<file path="config.mk">
export PLATFORM = sky130hd
export DESIGN_NAME = pc_attack_ctrl
export DESIGN_NICKNAME = d
export VERILOG_FILES = /design/src/rtl/battleship_pkg.sv /design/src/rtl/lfsr8.sv /design/src/rtl/pc_attack_ctrl.sv
export SDC_FILE = /design/constraint.sdc
export NUM_CORES = 1
export LEC_CHECK = 0
export ABC_AREA = 1
export ABC_CLOCK_PERIOD_IN_PS = 2070
export BUFFER_PORTS_ARGS = -buffer_cell sky130_fd_sc_hd__buf_2
export CAP_MARGIN = 20
export CELL_PAD_IN_SITES_DETAIL_PLACEMENT = 1
export CELL_PAD_IN_SITES_GLOBAL_PLACEMENT = 1
export CORE_MARGIN = 2
export CORE_UTILIZATION = 38
export DETAILED_ROUTE_END_ITERATION = 10
export GPL_TIMING_DRIVEN = 0
export PLACE_DENSITY = 0.75
export RECOVER_POWER = 50
export SLEW_MARGIN = 10
export SYNTH_ARGS = -nofsm -noshare
export SYNTH_HDL_FRONTEND = slang
export SYNTH_SLANG_ARGS = --single-unit
</file>
<file path="constraint.sdc">
create_clock -name clk -period 2.07 [get_ports clk]
set_input_delay 0.414 -clock clk [delete_from_list [all_inputs] [get_ports clk]]
set_output_delay 0.414 -clock clk [all_outputs]
set_load 0.01 [all_outputs]
</file>
<file path="src/rtl/battleship_pkg.sv">
// Shared encodings for the battleship game blocks: board cell states,
// the PC attack FSM states, and the LFSR feedback taps.
package battleship_pkg;

  typedef enum logic [1:0] {
    CELL_EMPTY = 2'b00,
    CELL_SHIP  = 2'b01,
    CELL_HIT   = 2'b10,
    CELL_MISS  = 2'b11
  } cell_t;

  typedef enum logic [2:0] {
    S_IDLE,
    S_PICK,
    S_READ,
    S_EVAL,
    S_WRITE,
    S_DONE
  } state_t;

  // Polynomial x^8 + x^6 + x^5 + x^4, expressed as bit positions 7,5,4,3.
  localparam logic [7:0] LFSR_TAPS = 8'b1011_1000;

endpackage

</file>
<file path="src/rtl/lfsr8.sv">
// 8-bit Fibonacci LFSR, free-running on the falling edge like the rest of the
// game logic; reloads its seed while reset is held.
module lfsr8
  import battleship_pkg::*;
(
  input  logic       clk,
  input  logic       rst,
  input  logic [7:0] seed,
  output logic [7:0] q
);

  // NOTE: sequential state uses non-blocking assignments so every register
  // samples the pre-edge values and simulation matches the synthesized flops.
  always_ff @(negedge clk or negedge rst) begin
    if (!rst) begin
      q <= seed;
    end else begin
      q <= {q[6:0], ^(q & LFSR_TAPS)};
    end
  end

endmodule

</file>
<file path="src/rtl/pc_attack_ctrl.sv">
// PC attack controller: picks a player cell (random, then linear scan once
// random picks keep landing on used cells), reads it, and marks HIT or MISS.
module pc_attack_ctrl
  import battleship_pkg::*;
#(
  parameter int         GRID_N    = 5,
  parameter int         MAX_TRIES = 16,
  parameter logic [7:0] LFSR_SEED = 8'hA5
) (
  input  logic       clk,
  input  logic       rst,
  input  logic       pc_turn_State,
  input  logic       load_cells,
  input  logic [4:0] cells_init,
  output logic [5:0] mem_addr,
  output logic       mem_rd_en,
  input  logic [1:0] mem_rd_data,
  output logic       mem_wr_en,
  output logic [1:0] mem_wr_data,
  output logic       pc_move,
  output logic       hit,
  output logic       no_target,
  output logic [4:0] player_cells_left
);

  localparam int                CELLS     = GRID_N * GRID_N;
  localparam int                TRY_W     = $clog2(MAX_TRIES + 1);
  localparam int                SCAN_W    = $clog2(CELLS + 1);
  localparam logic [3:0]        GRID_L    = 4'(GRID_N);
  localparam logic [5:0]        GRID_A    = 6'(GRID_N);
  localparam logic [5:0]        LAST_ADDR = 6'(CELLS - 1);
  localparam logic [TRY_W-1:0]  TRY_MAX   = TRY_W'(MAX_TRIES);
  localparam logic [SCAN_W-1:0] SCAN_LAST = SCAN_W'(CELLS - 1);

  state_t              state, state_next;
  logic [7:0]          lfsr_q;
  logic                lfsr_unused;
  logic                turn_d;
  logic [TRY_W-1:0]    tries, tries_next;
  logic [SCAN_W-1:0]   scan_cnt, scan_next;
  logic [5:0]          addr_next;
  cell_t               wr_data_q, wr_data_next;
  logic                hit_next, no_target_next;

  logic [2:0]          row, col;
  logic                pick_valid, scan_mode, turn_rise;
  logic [5:0]          pick_addr;

  lfsr8 u_lfsr (
    .clk  (clk),
    .rst  (rst),
    .seed (LFSR_SEED),
    .q    (lfsr_q)
  );

  assign lfsr_unused = ^lfsr_q[7:6];
  assign row         = lfsr_q[2:0];
  assign col         = lfsr_q[5:3];
  assign pick_valid  = ({1'b0, row} < GRID_L) && ({1'b0, col} < GRID_L);
  assign pick_addr   = {3'b000, row} * GRID_A + {3'b000, col};
  assign scan_mode   = (tries >= TRY_MAX);
  assign turn_rise   = pc_turn_State & ~turn_d;

  // Strobes decode straight from the state, so they are mutually exclusive
  // and drop the instant reset is asserted.
  assign mem_rd_en   = (state == S_READ);
  assign mem_wr_en   = (state == S_WRITE);
  assign pc_move     = (state == S_DONE);
  assign mem_wr_data = wr_data_q;

  always_comb begin
    // NOTE: every output of this block gets a default first, so no path can
    // leave a value unassigned and infer a latch.
    state_next     = state;
    tries_next     = tries;
    scan_next      = scan_cnt;
    addr_next      = mem_addr;
    wr_data_next   = wr_data_q;
    hit_next       = hit;
    no_target_next = no_target;

    unique case (state)
      S_IDLE: begin
        if (turn_rise) begin
          state_next = S_PICK;
          tries_next = '0;
          scan_next  = '0;
        end
      end
      S_PICK: begin
        if (!pc_turn_State) begin
          state_next = S_IDLE;
        end else if (scan_mode) begin
          addr_next  = (mem_addr == LAST_ADDR) ? 6'd0 : mem_addr + 6'd1;
          state_next = S_READ;
        end else if (pick_valid) begin
          addr_next  = pick_addr;
          state_next = S_READ;
        end
      end
      S_READ: begin
        state_next = pc_turn_State ? S_EVAL : S_IDLE;
      end
      S_EVAL: begin
        if (!pc_turn_State) begin
          state_next = S_IDLE;
        end else begin
          case (cell_t'(mem_rd_data))
            CELL_SHIP: begin
              wr_data_next = CELL_HIT;
              hit_next     = 1'b1;
              state_next   = S_WRITE;
            end
            CELL_EMPTY: begin
              wr_data_next = CELL_MISS;
              hit_next     = 1'b0;
              state_next   = S_WRITE;
            end
            default: begin
              state_next = S_PICK;
              if (!scan_mode) begin
                tries_next = tries + TRY_W'(1);
              end else begin
                scan_next = scan_cnt + SCAN_W'(1);
                // A full lap of used cells means nothing is left to attack.
                if (scan_cnt == SCAN_LAST) begin
                  no_target_next = 1'b1;
                  state_next     = S_DONE;
                end
              end
            end
          endcase
        end
      end
      S_WRITE: state_next = S_DONE;
      S_DONE:  state_next = S_IDLE;
      default: state_next = S_IDLE;
    endcase
  end

  always_ff @(negedge clk or negedge rst) begin
    if (!rst) begin
      state     <= S_IDLE;
      turn_d    <= 1'b0;
      tries     <= '0;
      scan_cnt  <= '0;
      mem_addr  <= '0;
      wr_data_q <= CELL_EMPTY;
      hit       <= 1'b0;
      no_target <= 1'b0;
    end else begin
      state     <= state_next;
      turn_d    <= pc_turn_State;
      tries     <= tries_next;
      scan_cnt  <= scan_next;
      mem_addr  <= addr_next;
      wr_data_q <= wr_data_next;
      hit       <= hit_next;
      no_target <= no_target_next;
    end
  end

  always_ff @(negedge clk or negedge rst) begin
    if (!rst) begin
      player_cells_left <= '0;
    end else if (load_cells) begin
      player_cells_left <= cells_init;
    end else if (state == S_WRITE && hit && player_cells_left != 5'd0) begin
      player_cells_left <= player_cells_left - 5'd1;
    end
  end

endmodule

</file>
==> results of run 1 <==
==> Yosys cell counts (2+ instances only) <==
library cell / number
sky130_fd_sc_hd__inv_2: 3
sky130_fd_sc_hd__buf_2: 3
sky130_fd_sc_hd__ha_1: 19
sky130_fd_sc_hd__dfstp_2: 4
sky130_fd_sc_hd__inv_1: 31
sky130_fd_sc_hd__nand2_1: 87
sky130_fd_sc_hd__nor2_4: 2
sky130_fd_sc_hd__a21oi_1: 7
sky130_fd_sc_hd__nor3_1: 3
sky130_fd_sc_hd__xnor2_1: 3
sky130_fd_sc_hd__nor2_1: 24
sky130_fd_sc_hd__nand3_1: 23
sky130_fd_sc_hd__xor2_1: 6
sky130_fd_sc_hd__o21ai_0: 15
sky130_fd_sc_hd__nand4_1: 2
sky130_fd_sc_hd__dfrtn_1: 33
sky130_fd_sc_hd__nand2_2: 3
==> flip-flops by register name (all words and copies together), names as in the netlist <==
name / cells
hit: 1
mem_addr: 6
mem_wr_data: 2
no_target: 1
player_cells_left: 5
scan_cnt: 5
state: 3
tries: 5
turn_d: 1
u_lfsr.q: 8
==> per-layer routing <==
metal  part of all wire  GRT usage
met5                  0          0
met4              0.014     0.0492
met3              0.026     0.0478
met2               0.52      0.350
met1               0.44      0.248
==> worst max-delay path by stage <==
stage / start / to / depth (start not counted)
2_1_floorplan: state[2] / mem_wr_en / 2
3_3_place_gp: pc_turn_State / scan_cnt[2] / 6
5_1_grt: state[0] / pc_move / 3
3_5_place_dp: pc_turn_State / scan_cnt[2] / 6
4_1_cts: state[0] / pc_move / 3
6_report: state[0] / pc_move / 3
==> power by group through the flow <==
stage	Sequential (uW)	Combinational (uW)	Clock, uW
after global routing	881	1090	619
after global placement	898	670	15.0
final	872	982	562
after floorplan	911	467	15.0
after detailed placement	902	691	15.0
after CTS	870	908	586
==> metrics by stage <==
step	setup TNS [ns]	utilization	cell area, um2
after floorplan	-1.03	-	2320
after global placement	-10.12	0.435	2550
after detailed placement	-10.27	0.435	2550
after CTS	-4.73	0.497	2910
after global routing	-12.76	0.522	3060
final	-10.64	0.522	3060
==> worst max-delay path, delay by kind of cell (launching register included) <==
family,cells,cell delay (ns)
flip-flops,1,0.49
AND/OR/NAND/NOR,2,0.20
buffers and inverters,1,0.14
==> repair_timing <==
action	CTS	global route
resized for setup	16	18
pin swaps	6	14
hold buffers	0	0
setup endpoints to repair	36	26
setup buffers	23	11
==> cells by family after synthesis <==
kind of cell             after synthesis
AO/OA/AOI/OAI                         30
XOR/XNOR                               9
adder cells (fa/ha/maj)               20
buffers and inverters                 39
flip-flops                            37
AND/OR/NAND/NOR                      151
==> layout make-up <==
type	count	area, um2
tap	75	93.8
buffer	4	22.5
clock inverter	4	15.0
inverter	34	146
clock buffer	8	90.1
timing repair buffer	61	420
multi-input combinational	210	1340
fill	737	2790
sequential	37	931
==> results.md, run 1 <==
- Across all layers, the routed design uses 2102 vias.
- The sum of routed wire length over all layers is 6270 um.
- The capture endpoint of the worst hold path is u_lfsr.q[7].
- The completed layout was analyzed and its total power is 2420 uW.
- After technology mapping, the gate count stands at 286.
- IR analysis of the VDD net gives a maximum drop of 0.443 mV.
- From synthesis to final layout, the design area changed by 34.5%.
- The depth of the worst register-to-register path is 10.
- For this design the top-level I/O count stands at 29.
- Hold is met by 0.283 ns.
- In this run the worst path has a maximum fanout of 4.
- Across every metal layer, demand over resource in global routing totals 0.200.
- The endpoint of the worst register-to-register path is mem_addr[3].
- Of the total synthesized cell area, the portion taken by XOR and XNOR cells is 0.0347.
- The via density per instance is 4.85.
- The number of hold-slack violations in the final timing report is 0.
- The instance count along the most critical hold path is 0.
- The reported leakage power is 0.00161 uW.
- The max-slew violation total from the final report was 0.
- In the layout the commonest cells are 84 x sky130_fd_sc_hd__nand2_1, 33 x sky130_fd_sc_hd__dfrtn_1, 33 x sky130_fd_sc_hd__buf_4.
- Port buffering added 27 buffers.
- The internal power of the cells totals 1510 uW.
- Of the total synthesized cell area, the portion taken by full adders, half adders and majority gates is 0.113.
- The TritonCTS clock tree is built.
- The global-route congestion overflow total is 0.
- The critical-path cell with the highest stage delay is sky130_fd_sc_hd__dfrtn_1.
- The run finished, with violations left.
- In the final layout, the share of cells above drive strength 1 is 0.304.
- After detailed placement, the design holds a cell count of 388.
- In the routed design, unresolved DRC markers number 0.
- The die footprint is 6610 um2.
- Headroom to the max-slew limit came out at 0.356.
- For this run, the slowest stage of the critical path takes 0.49 ns.
- The tree is rooted in a sky130_fd_sc_hd__clkbuf_8.
- The initial antenna violation count is 0.
- Of the total power, the share spent switching nets is 0.376.
- The switching power total is 909 uW.
- The maximum clock insertion buffer count is 2.
- The clock network fraction of total power is 0.233.
- TritonCTS created 5 clock buffers.
- The worst hold path begins at u_lfsr.q[6].
- Once layout is complete, the cells apart from fillers number 433.
- Once detailed placement completed, the half-perimeter wirelength came to 3840 um.
- The repair_antennas step left the layout with diodes totalling 0.
- The number of H-tree branching levels is 2.
- Of the post-synthesis cell area, the dominant cell type holds 0.363.
- The effective utilization at floorplan is 0.388.
- The post-route antenna net violation count is 0.
- After synthesis, the largest family of logic cells by area is simple AND/OR/NAND/NOR gates.
- The launching point of the worst reg2reg path is u_lfsr.q[0].
- In this run the vertical extent of the chip is 81.3 um.
- In the final design database the tool counted 388 nets.
- The post-synthesis compound-gate area fraction is 0.0804.
- The share of total power dissipated in sequential elements is 0.361.
- Of the total synthesized cell area, the portion taken by AND, OR, NAND and NOR gates is 0.295.
- The final reports fail on negative setup slack.
- The worst setup path is launched from a flop.
- The library cell used most frequently in the layout, excluding fill and tap cells, is sky130_fd_sc_hd__nand2_1.
- The first global-routing pass estimated 10100 um of wire.
- The mean post-synth cell area is 7.94 um2.
- The pin count of the biggest net entering global routing is 38.
- The worst setup timing slack at the placement stage is -0.492 ns.
- The average detailed-routed wire length per instance is 14.5 um.
- For this block, the initial DRC count from the detailed router was 52.
- The worst path arrival time is 2.16 ns.
- The first TritonRoute pass finished after 4 iterations.
- The global placer's final weighted congestion is 0.757.
- The total standard cell area after synthesis is 2270 um2.
- The cell type with the largest total area after synthesis is sky130_fd_sc_hd__dfrtn_1.
- The number of global-route vias before repair is 2174.
- The tree built by TritonCTS fans out to 37 sinks.
- Dividing total power by cell area gives a power density of 790 nW/um2.
- Counting every net in the synthesized netlist gives 317.
- Setup violations remaining at the end of the flow were counted as 39.
- Across the routed clock network, the largest skew measured is 0.0523 ns.
- The type of the setup path with the least slack is reg -> out.
- Yosys printed 0 warnings.
- The synthesized netlist contains 35 unique library cells.
- Clock-pin slew was measured on the worst setup and hold paths at 0.05 ns.
- STA classifies the critical path endpoint as a primary output.
- For the pin with the worst max-slew slack, the measured transition is 0.967 ns.
- The die outline width is 81.3 um.
- The tightest min-delay check is of the reg -> reg type.
- Setup slack on the critical path of the routed design comes to -0.504 ns.
- The placement row count is 28.
- The standard cell core area is 5850 um2.
- Counting flops with an async set or reset pin after synthesis yields a share of 1.00.
- Sorting the synthesized cells by area gives the leading types as sky130_fd_sc_hd__dfrtn_1 36%, sky130_fd_sc_hd__nand2_1 14%, sky130_fd_sc_hd__ha_1 10%.
- Of the total power, combinational logic draws 0.406.
- The worst endpoint required time is 1.66 ns.
- The mux share of post-synthesis cell area is 0.
- The tool flagged a number of max-cap violations equal to 0.
- The sequential element share of the synthesized area is 0.410.
- The main flop type after synthesis is sky130_fd_sc_hd__dfrtn_1.
- The clock insertion delay at the later pin of the skew report is 0.34 ns.
- The register bit count reported by yosys is 37.
- Yosys mapped a number of flops with a built-in enable equal to 0.
- Traced cell by cell, the critical path runs through nand2_2, nor2_2, buf_2.
- In this run the register-to-register setup slack is -0.03 ns.
- Setup repair after global routing could not meet its margin everywhere.
(Power assumes the default switching activity.)
==> inputs of run 2 (changes only) <==
--- a/config.mk
+++ b/config.mk
@@ -7,7 +7,7 @@
 export LEC_CHECK = 0
 export ABC_AREA = 1
 export ABC_CLOCK_PERIOD_IN_PS = 2070
-export BUFFER_PORTS_ARGS = -buffer_cell sky130_fd_sc_hd__buf_2
+export BUFFER_PORTS_ARGS = -buffer_cell sky130_fd_sc_hd__buf_4
 export CAP_MARGIN = 20
 export CELL_PAD_IN_SITES_DETAIL_PLACEMENT = 1
 export CELL_PAD_IN_SITES_GLOBAL_PLACEMENT = 1
==> run 2 against run 1 <==
The run still ends with negative setup slack left. Critical path depth rose by 1. Via count fell by 0.52%. Setup slack improved by 0.033 ns. Combinational power about the same. Clock power shrank 6.0%. Sequential share of layout area fell by 0.27 points. Sequential cell count stayed put. Highest routed layer unchanged.
==> results.md, run 2 (synthesis results as in run 1) <==
- The flow ran to the end, but the final reports show violations.
- The checks that failed: negative setup slack.
- The worst endpoint required time is 1.66 ns.
- The fraction of layout instances using a drive strength above 1 is 0.293.
- Data on the critical path arrives at its endpoint at 2.13 ns.
- The worst setup timing slack at the placement stage is -0.439 ns.
- The capture endpoint of the worst hold path is u_lfsr.q[7].
- The number of hold-slack violations in the final timing report came to 0.
- The slowest stage of the critical path is the sky130_fd_sc_hd__dfrtn_1 cell.
- The count of port buffers added during placement is 27.
- In this run the static leakage power is 0.00159 uW.
- The maximum clock insertion buffer count is 2.
- The initial antenna violation count is 0.
- The sum of routed wire length over all layers is 6130 um.
- The share of total power dissipated in the clock network is 0.221.
- The DRC marker count from the first detailed-route iteration is 30.
- Setup repair after global routing could not meet its margin everywhere.
- The placement row count is 28.
- In the final layout, the registers with the most flip-flops are u_lfsr.q: 8 flops, mem_addr: 6 flops.
- Counting instances, the worst hold path has a depth of 0.
- The wire length of the first global-routing pass is 9780 um.
- The number of global-route vias before repair was 2133.
- In this run the clock root is driven by a sky130_fd_sc_hd__clkbuf_8.
- The global placer's final weighted congestion is 0.743.
- In the routed design, unresolved DRC markers number 0.
- Clock-pin slew was measured on the worst setup and hold paths at 0.05 ns.
- In this run the worst hold path is classified as reg -> reg.
- In this run the critical register-to-register path is captured at mem_addr[4].
- The power density over the cells is 776 nW/um2.
- The combinational share of power is 0.410.
- The flip-flop count of the largest register after layout is 8.
- The worst max-slew margin expressed relative to the limit is 0.338.
- The critical path starts at state[2].
- The number of buffers and inverters on the critical path is 2.
- In this design, the stage delay of the slowest critical-path cell is 0.47 ns.
- The number of ports placed on the die boundary is 29.
- The die is 81.3 um wide.
- TritonCTS built the clock tree.
- After the last flow step, the layout net total stands at 382.
- In the layout the commonest cells are 84 x sky130_fd_sc_hd__nand2_1, 38 x sky130_fd_sc_hd__buf_4, 33 x sky130_fd_sc_hd__dfrtn_1.
- Summing internal, switching and leakage power gives 2390 uW.
- The launching point of the worst reg2reg path is u_lfsr.q[2].
- Setup slack on the critical path of the routed design comes to -0.471 ns.
- The worst-case clock skew is 0.0643 ns.
- The die covers 6610 um2.
- The region available for standard cell placement spans 5850 um2.
- The total CTS buffers is 5.
- The cell area after layout is 3080 um2.
- The critical hold path startpoint is u_lfsr.q[6].
- The library cell used most frequently in the layout, excluding fill and tap cells, is sky130_fd_sc_hd__nand2_1.
- The max-slew violation total from the final report was 0.
- The post-route antenna net violation count is 0.
- Entering global routing, the biggest net connects 38 pins.
- The number of iterations in the first detailed-routing pass is 4.
- The switching power total is 921 uW.
- Summed over all failing endpoints, the final setup total negative slack is -9.71 ns.
- The post-cts hold buffer count is 0.
- The most flop-heavy register is u_lfsr.q.
- For the worst flop-to-flop path, the logic depth is 10.
- The max-cap violation count is 0.
- In the final routed layout, each cell accounts on average for 14.4 um.
- The effective utilization at floorplan is 0.388.
- The kind of cell adding the most delay to the critical path is flip-flops.
- The internal power is 1470 uW.
- The instance area after placement is 2620 um2.
- In the routed layout, each cell is associated on average with a via count of 4.90.
- Setup violations remaining at the end of the flow were counted as 40.
- After detailed placement, the design holds a cell count of 388.
- For flop-to-flop paths, the worst setup slack is 0.06 ns.
- The floorplan step set the die height to 81.3 um.
- The clock reaches the later pin of the worst-skew pair after 0.36 ns.
- Across all layers, the routed design uses 2091 vias.
- Once detailed placement completed, the half-perimeter wirelength came to 4030 um.
- The area growth from synthesis to layout is 35.7%.
- For this run, the total global-route usage over all layers was measured as 0.191.
- The launching element type of the critical path is a flop.
- The number of H-tree branching levels is 2.
- For the pin with the worst max-slew slack, the measured transition is 0.993 ns.
- Once layout is complete, the cells apart from fillers number 427.
- The proportion of power drawn by flip-flops and latches is 0.369.
- The number of antenna diodes in the final layout is 0.
- The critical path is of the reg -> out type.
- The global-route congestion overflow total is 0.
- The critical path endpoint category is a primary output.
- Traced cell by cell, the critical path runs through inv_4, nand2_2, nor2_4, buf_4.
- Of the total power, the share spent switching nets is 0.385.
- The highest ir drop seen on vdd is 0.355 mV.
- The clock drives 37 sinks.
- Along the worst path, the maximum fanout reaches 4.
[run 2: changes by cell type in the layout (fill, tap and decap cells not counted), sizes merged]
| cell | before | now |
|---|---|---|
| inv | 37 | 38 |
| buf | 62 | 56 |
| clkinvlp | 0 | 1 |
| clkbuf | 11 | 9 |
[run 2: metal layers]
layer | part of all wire | track usage | vias to the layer above
met1 | 0.44 | 0.231 | 1010
met2 | 0.53 | 0.343 | 27
li1 | - | - | 1045
met4 | 0.014 | 0.0559 | 0
met5 | 0 | 0 | -
met3 | 0.024 | 0.0356 | 9
[run 2: timing repair]
item,4_1_cts,5_1_grt
buffers inserted,22,6
cloned,0,0
pin swaps,3,13
gates resized for setup,19,27
setup endpoints to repair,30,29
[run 2: stage by stage]
| stage | hold WS (ns) | util |
|---|---|---|
| global placement | 0.321 | 0.447 |
| CTS | 0.298 | 0.505 |
| global route | 0.287 | 0.527 |
| floorplan | 0.316 | - |
| finish | 0.293 | 0.527 |
| detailed placement | 0.333 | 0.447 |
[run 2: power groups by stage]
stage / Sequential, uW / Clock (uW) / Combinational (uW)
floorplan: 911 / 15.0 / 467
global placement: 900 / 15.0 / 701
detailed placement: 904 / 15.0 / 721
CTS: 874 / 542 / 940
global route: 893 / 579 / 1080
finish: 884 / 528 / 982
[run 2: area by class of cell]
| class | count | area, um2 |
|---|---|---|
| Inverter | 34 | 148 |
| Sequential cell | 37 | 931 |
| Multi-Input combinational cell | 210 | 1330 |
| Tap cell | 75 | 93.8 |
| Buffer | 4 | 22.5 |
| Fill cell | 733 | 2770 |
| Clock inverter | 6 | 23.8 |
| Timing Repair Buffer | 55 | 463 |
| Clock buffer | 6 | 72.6 |
[run 2: worst max path at each step]
stage | cells past startpoint | endpoint | slack, ns
final | 4 | mem_rd_en | -0.47
after global routing | 4 | mem_rd_en | -0.51
after CTS | 4 | mem_rd_en | -0.46
after detailed placement | 6 | scan_cnt[2] | -0.44
after global placement | 6 | scan_cnt[3] | -0.43
after floorplan | 2 | mem_wr_en | -0.11
==> inputs of run 3 (changes only) <==
--- a/config.mk
+++ b/config.mk
@@ -5,14 +5,13 @@
 export SDC_FILE = /design/constraint.sdc
 export NUM_CORES = 1
 export LEC_CHECK = 0
-export ABC_AREA = 1
 export ABC_CLOCK_PERIOD_IN_PS = 2070
 export BUFFER_PORTS_ARGS = -buffer_cell sky130_fd_sc_hd__buf_4
 export CAP_MARGIN = 20
 export CELL_PAD_IN_SITES_DETAIL_PLACEMENT = 1
 export CELL_PAD_IN_SITES_GLOBAL_PLACEMENT = 1
 export CORE_MARGIN = 2
-export CORE_UTILIZATION = 38
+export CORE_UTILIZATION = 40
 export DETAILED_ROUTE_END_ITERATION = 10
 export GPL_TIMING_DRIVEN = 0
 export PLACE_DENSITY = 0.75
==> run 3 against run 2 <==
The flow still finishes with violations (negative setup slack). Sequential share of layout area is 1.1 points lower. Clock skew decreased by 0.0067 ns. Design area increased by 3.7%. Die area fell by 8.7%. Largest cell class unchanged. Largest power group is now sequential cells.
==> results.md, run 3 <==
- The count of flip-flops with a built-in enable after synthesis is 0.
- The share of the synthesized area in the top cell type is 0.380.
- The register with the most flip-flops in the layout has 8 of them.
- Counting cells, the worst reg-to-reg path comes to 8.
- The final antenna diode count is 0.
- The worst path arrival time is 2.19 ns.
- The clock insertion delay at the later pin of the skew report is 0.35 ns.
- In this run the critical register-to-register path is captured at mem_addr[3].
- The max-slew violation total from the final report is 0.
- The number of H-tree branching levels is 2.
- Among the stages of the critical path, the cell type that occurs most often is sky130_fd_sc_hd__buf_6.
- From bottom edge to top edge, the die measures 77.7 um.
- CTS placed an instance of sky130_fd_sc_hd__clkbuf_8 at the clock tree root.
- The number of standard cells after synthesis is 210.
- The number of hold-slack violations in the final timing report is 0.
- Setup violations remaining at the end of the flow were counted as 32.
- The cell type with the largest total area after synthesis is sky130_fd_sc_hd__dfrtn_1.
- A synthesized cell averages 10.3 um2.
- The number of nets at the end of the flow is 317.
- Counting buffers and inverters, the worst setup path is 3 cells deep.
- The register with the most flip-flops in the final layout is u_lfsr.q.
- After the first detailed-routing iteration, the DRC count stood at 50.
- Entering global routing, the biggest net connects 38 pins.
- For this design the static power due to leakage is 0.00148 uW.
- The initialized floorplan defines 26 standard-cell rows.
- TritonCTS built the clock tree.
- The total negative slack for setup checks is -5.53 ns.
- In this run the critical register-to-register path is launched from u_lfsr.q[0].
- On the critical path the largest part of the delay comes from flip-flops.
- The clock passes through at most 2 buffers.
- At the worst endpoint, the required time is 1.66 ns.
- The largest registers in the layout are u_lfsr.q: 8 flops, mem_addr: 6 flops.
- Before antenna repair, the detailed router went through 4 iterations.
- The most frequently used cell type in the post-synthesis netlist is sky130_fd_sc_hd__dfrtn_1.
- The number of DRC violations after detailed routing is 0.
- Setup repair after global routing could not meet its margin everywhere.
- In the final routed layout, each cell accounts on average for 18.1 um.
- The share of the Yosys chip area taken by registers is 0.429.
- The checks that failed: negative setup slack.
- The worst hold path begins at u_lfsr.q[6].
- The number of global-route vias before repair is 2219.
- The run finished, with violations left.
- By count the netlist is led by 33 x sky130_fd_sc_hd__dfrtn_1, 19 x sky130_fd_sc_hd__ha_1, 19 x sky130_fd_sc_hd__inv_1.
- Yosys attributes the largest share of cell area to sky130_fd_sc_hd__dfrtn_1 38%, sky130_fd_sc_hd__ha_1 11%, sky130_fd_sc_hd__dfstp_2 4.8%.
- The maximum fanout along the worst path is 4.
- The post-cts hold buffer count is 0.
- The via density per instance is 5.46.
- The fraction of layout instances using a drive strength above 1 is 0.436.
- The sum of routed wire length over all layers is 6460 um.
- The wire length of the first global-routing pass is 10800 um.
- The core region is 5170 um2.
- In the layout the commonest cells are 48 x sky130_fd_sc_hd__buf_4, 33 x sky130_fd_sc_hd__dfrtn_1, 20 x sky130_fd_sc_hd__inv_1.
- The worst hold path terminates at u_lfsr.q[7].
- After global routing the overflow that remains totals 0.
- The initial antenna violation count is 0.
- The HPWL reported at the end of detailed placement is 3670 um.
- The highest ir drop seen on vdd is 0.381 mV.
- The floorplan step defined a die boundary enclosing 6040 um2.
- The count of port buffers added during placement is 27.
- The total CTS buffers is 5.
- The critical path endpoint category is a primary output.
- The proportion of register bits with asynchronous set or reset after synthesis is 1.00.
- The number of ports placed on the die boundary is 29.
- After layout, the worst setup slack is -0.533 ns.
- For this run, the leading register cell type out of synthesis is sky130_fd_sc_hd__dfrtn_1.
- The die is 77.7 um wide.
- Leaving out fill and tap cells, the most frequent cell in the layout is sky130_fd_sc_hd__buf_4.
- CTS saw 37 sinks.
- The effective utilization at floorplan is 0.420.
- The actual slew at the worst max-slew pin is 0.965 ns.
- Once detail routing completed, the nets flagged for antenna violations numbered 0.
- The number of cells after detailed placement is 307.
- The number of nets produced by synthesis is 241.
- The class of the tightest hold or removal check is reg -> reg.
- The worst-case clock skew is 0.0576 ns.
- In this run the register-to-register setup slack is -0.15 ns.
- The total standard cell area after synthesis is 2170 um2.
- The worst pin sits at a relative slew slack of 0.357.
- The max-cap violation count is 0.
- The largest single stage delay on the critical path is 0.42 ns.
- The global placer's final weighted congestion is 0.717.
- The global router's overall resource usage is 0.225.
- During synthesis, Yosys emitted a total of 0 warnings.
- The critical-path cell with the highest stage delay is sky130_fd_sc_hd__dfrtn_1.
- The type of the setup path with the least slack is reg -> out.
- The netlist uses 63 different library cells.
- For this design the ratio of total power to cell area is 685 nW/um2.
- The tightest hold margin is 0.285 ns.
- Counting instances, the worst hold path has a depth of 0.
- The register bit count reported by yosys is 37.
- The post-synthesis to final-layout area growth is 47.3%.
- STA classifies the critical path startpoint as a flop.
- Traced cell by cell, the critical path runs through buf_6, and3b_1, buf_6.
- The number of buffers and inverters on the critical path is 2.
- After clock tree synthesis, the clock-pin slew on the worst setup and hold paths is 0.05 ns.
- The final standard cell count with taps included and fillers excluded is 357.
- The final route contains 1950 vias.
run 3: cells by family (layout without fill, tap and decap cells):
kind of cell | after synthesis | count (layout) | synth area share
AO/OA/AOI/OAI | 55 | 55 | 0.179
XOR/XNOR | 6 | 6 | 0.0242
adder cells (fa/ha/maj) | 20 | 20 | 0.119
buffers and inverters | 26 | 103 | 0.0472
flip-flops | 37 | 37 | 0.429
multiplexers | 6 | 6 | 0.0300
AND/OR/NAND/NOR | 60 | 60 | 0.172
run 3: how the worst max path moves through the flow:
stage	to	slack, ns	start
floorplan	hit	-0.28	pc_turn_State
global placement	mem_addr[5]	-0.53	pc_turn_State
detailed placement	tries[0]	-0.53	pc_turn_State
CTS	pc_move	-0.54	state[1]
global route	pc_move	-0.59	state[1]
finish	pc_move	-0.53	state[1]
run 3: per-stage QoR:
stage               total power, uW  instance area [um2]  setup slack (ns)  utilization
floorplan                      1150                 2210            -0.279            -
global placement               1310                 2500            -0.533        0.484
detailed placement             1320                 2500            -0.525        0.484
CTS                            2120                 3030            -0.542        0.586
global route                   2300                 3200            -0.595        0.619
finish                         2190                 3200            -0.533        0.619
run 3: layer usage:
| layer | share of wire | global-route usage | wire length [um] |
|---|---|---|---|
| met3 | 0.029 | 0.0395 | 186 |
| met2 | 0.53 | 0.409 | 3410 |
| met1 | 0.43 | 0.270 | 2770 |
| met4 | 0.015 | 0.0661 | 97 |
| met5 | 0 | 0 | 0 |
run 3: cell type report:
| class | instances | area, um2 |
|---|---|---|
| plain buffers | 6 | 43.8 |
| clock buffers | 6 | 82.6 |
| clock inverters | 6 | 36.3 |
| fillers | 541 | 1970 |
| inverters | 19 | 71.3 |
| multi-input cells | 147 | 1380 |
| flip-flops and latches | 37 | 931 |
| well taps | 70 | 87.6 |
| repair buffers | 66 | 568 |
run 3: report_power, final:
group          total (uW)  switching (uW)  leakage (uW)  internal (uW)
Clock                 627             291     0.0000814            336
Sequential            838            42.9      0.000480            795
Combinational         725             338      0.000916            387
Total                2190             671       0.00148           1520
run 3: timing repair:
action | 4_1_cts | 5_1_grt
resized for setup | 39 | 23
pin swaps | 18 | 11
buffers inserted | 30 | 9
endpoints found under the setup margin | 37 | 39
run 3: worst reg2reg max path, delay by kind of cell (launching register included):
family | cells | cell delay (ns)
simple gates | 1 | 0.07
compound gates | 2 | 0.30
fa+ha+maj | 3 | 0.89
flops | 1 | 0.57
xor+xnor | 1 | 0.14
buf+inv | 1 | 0.04
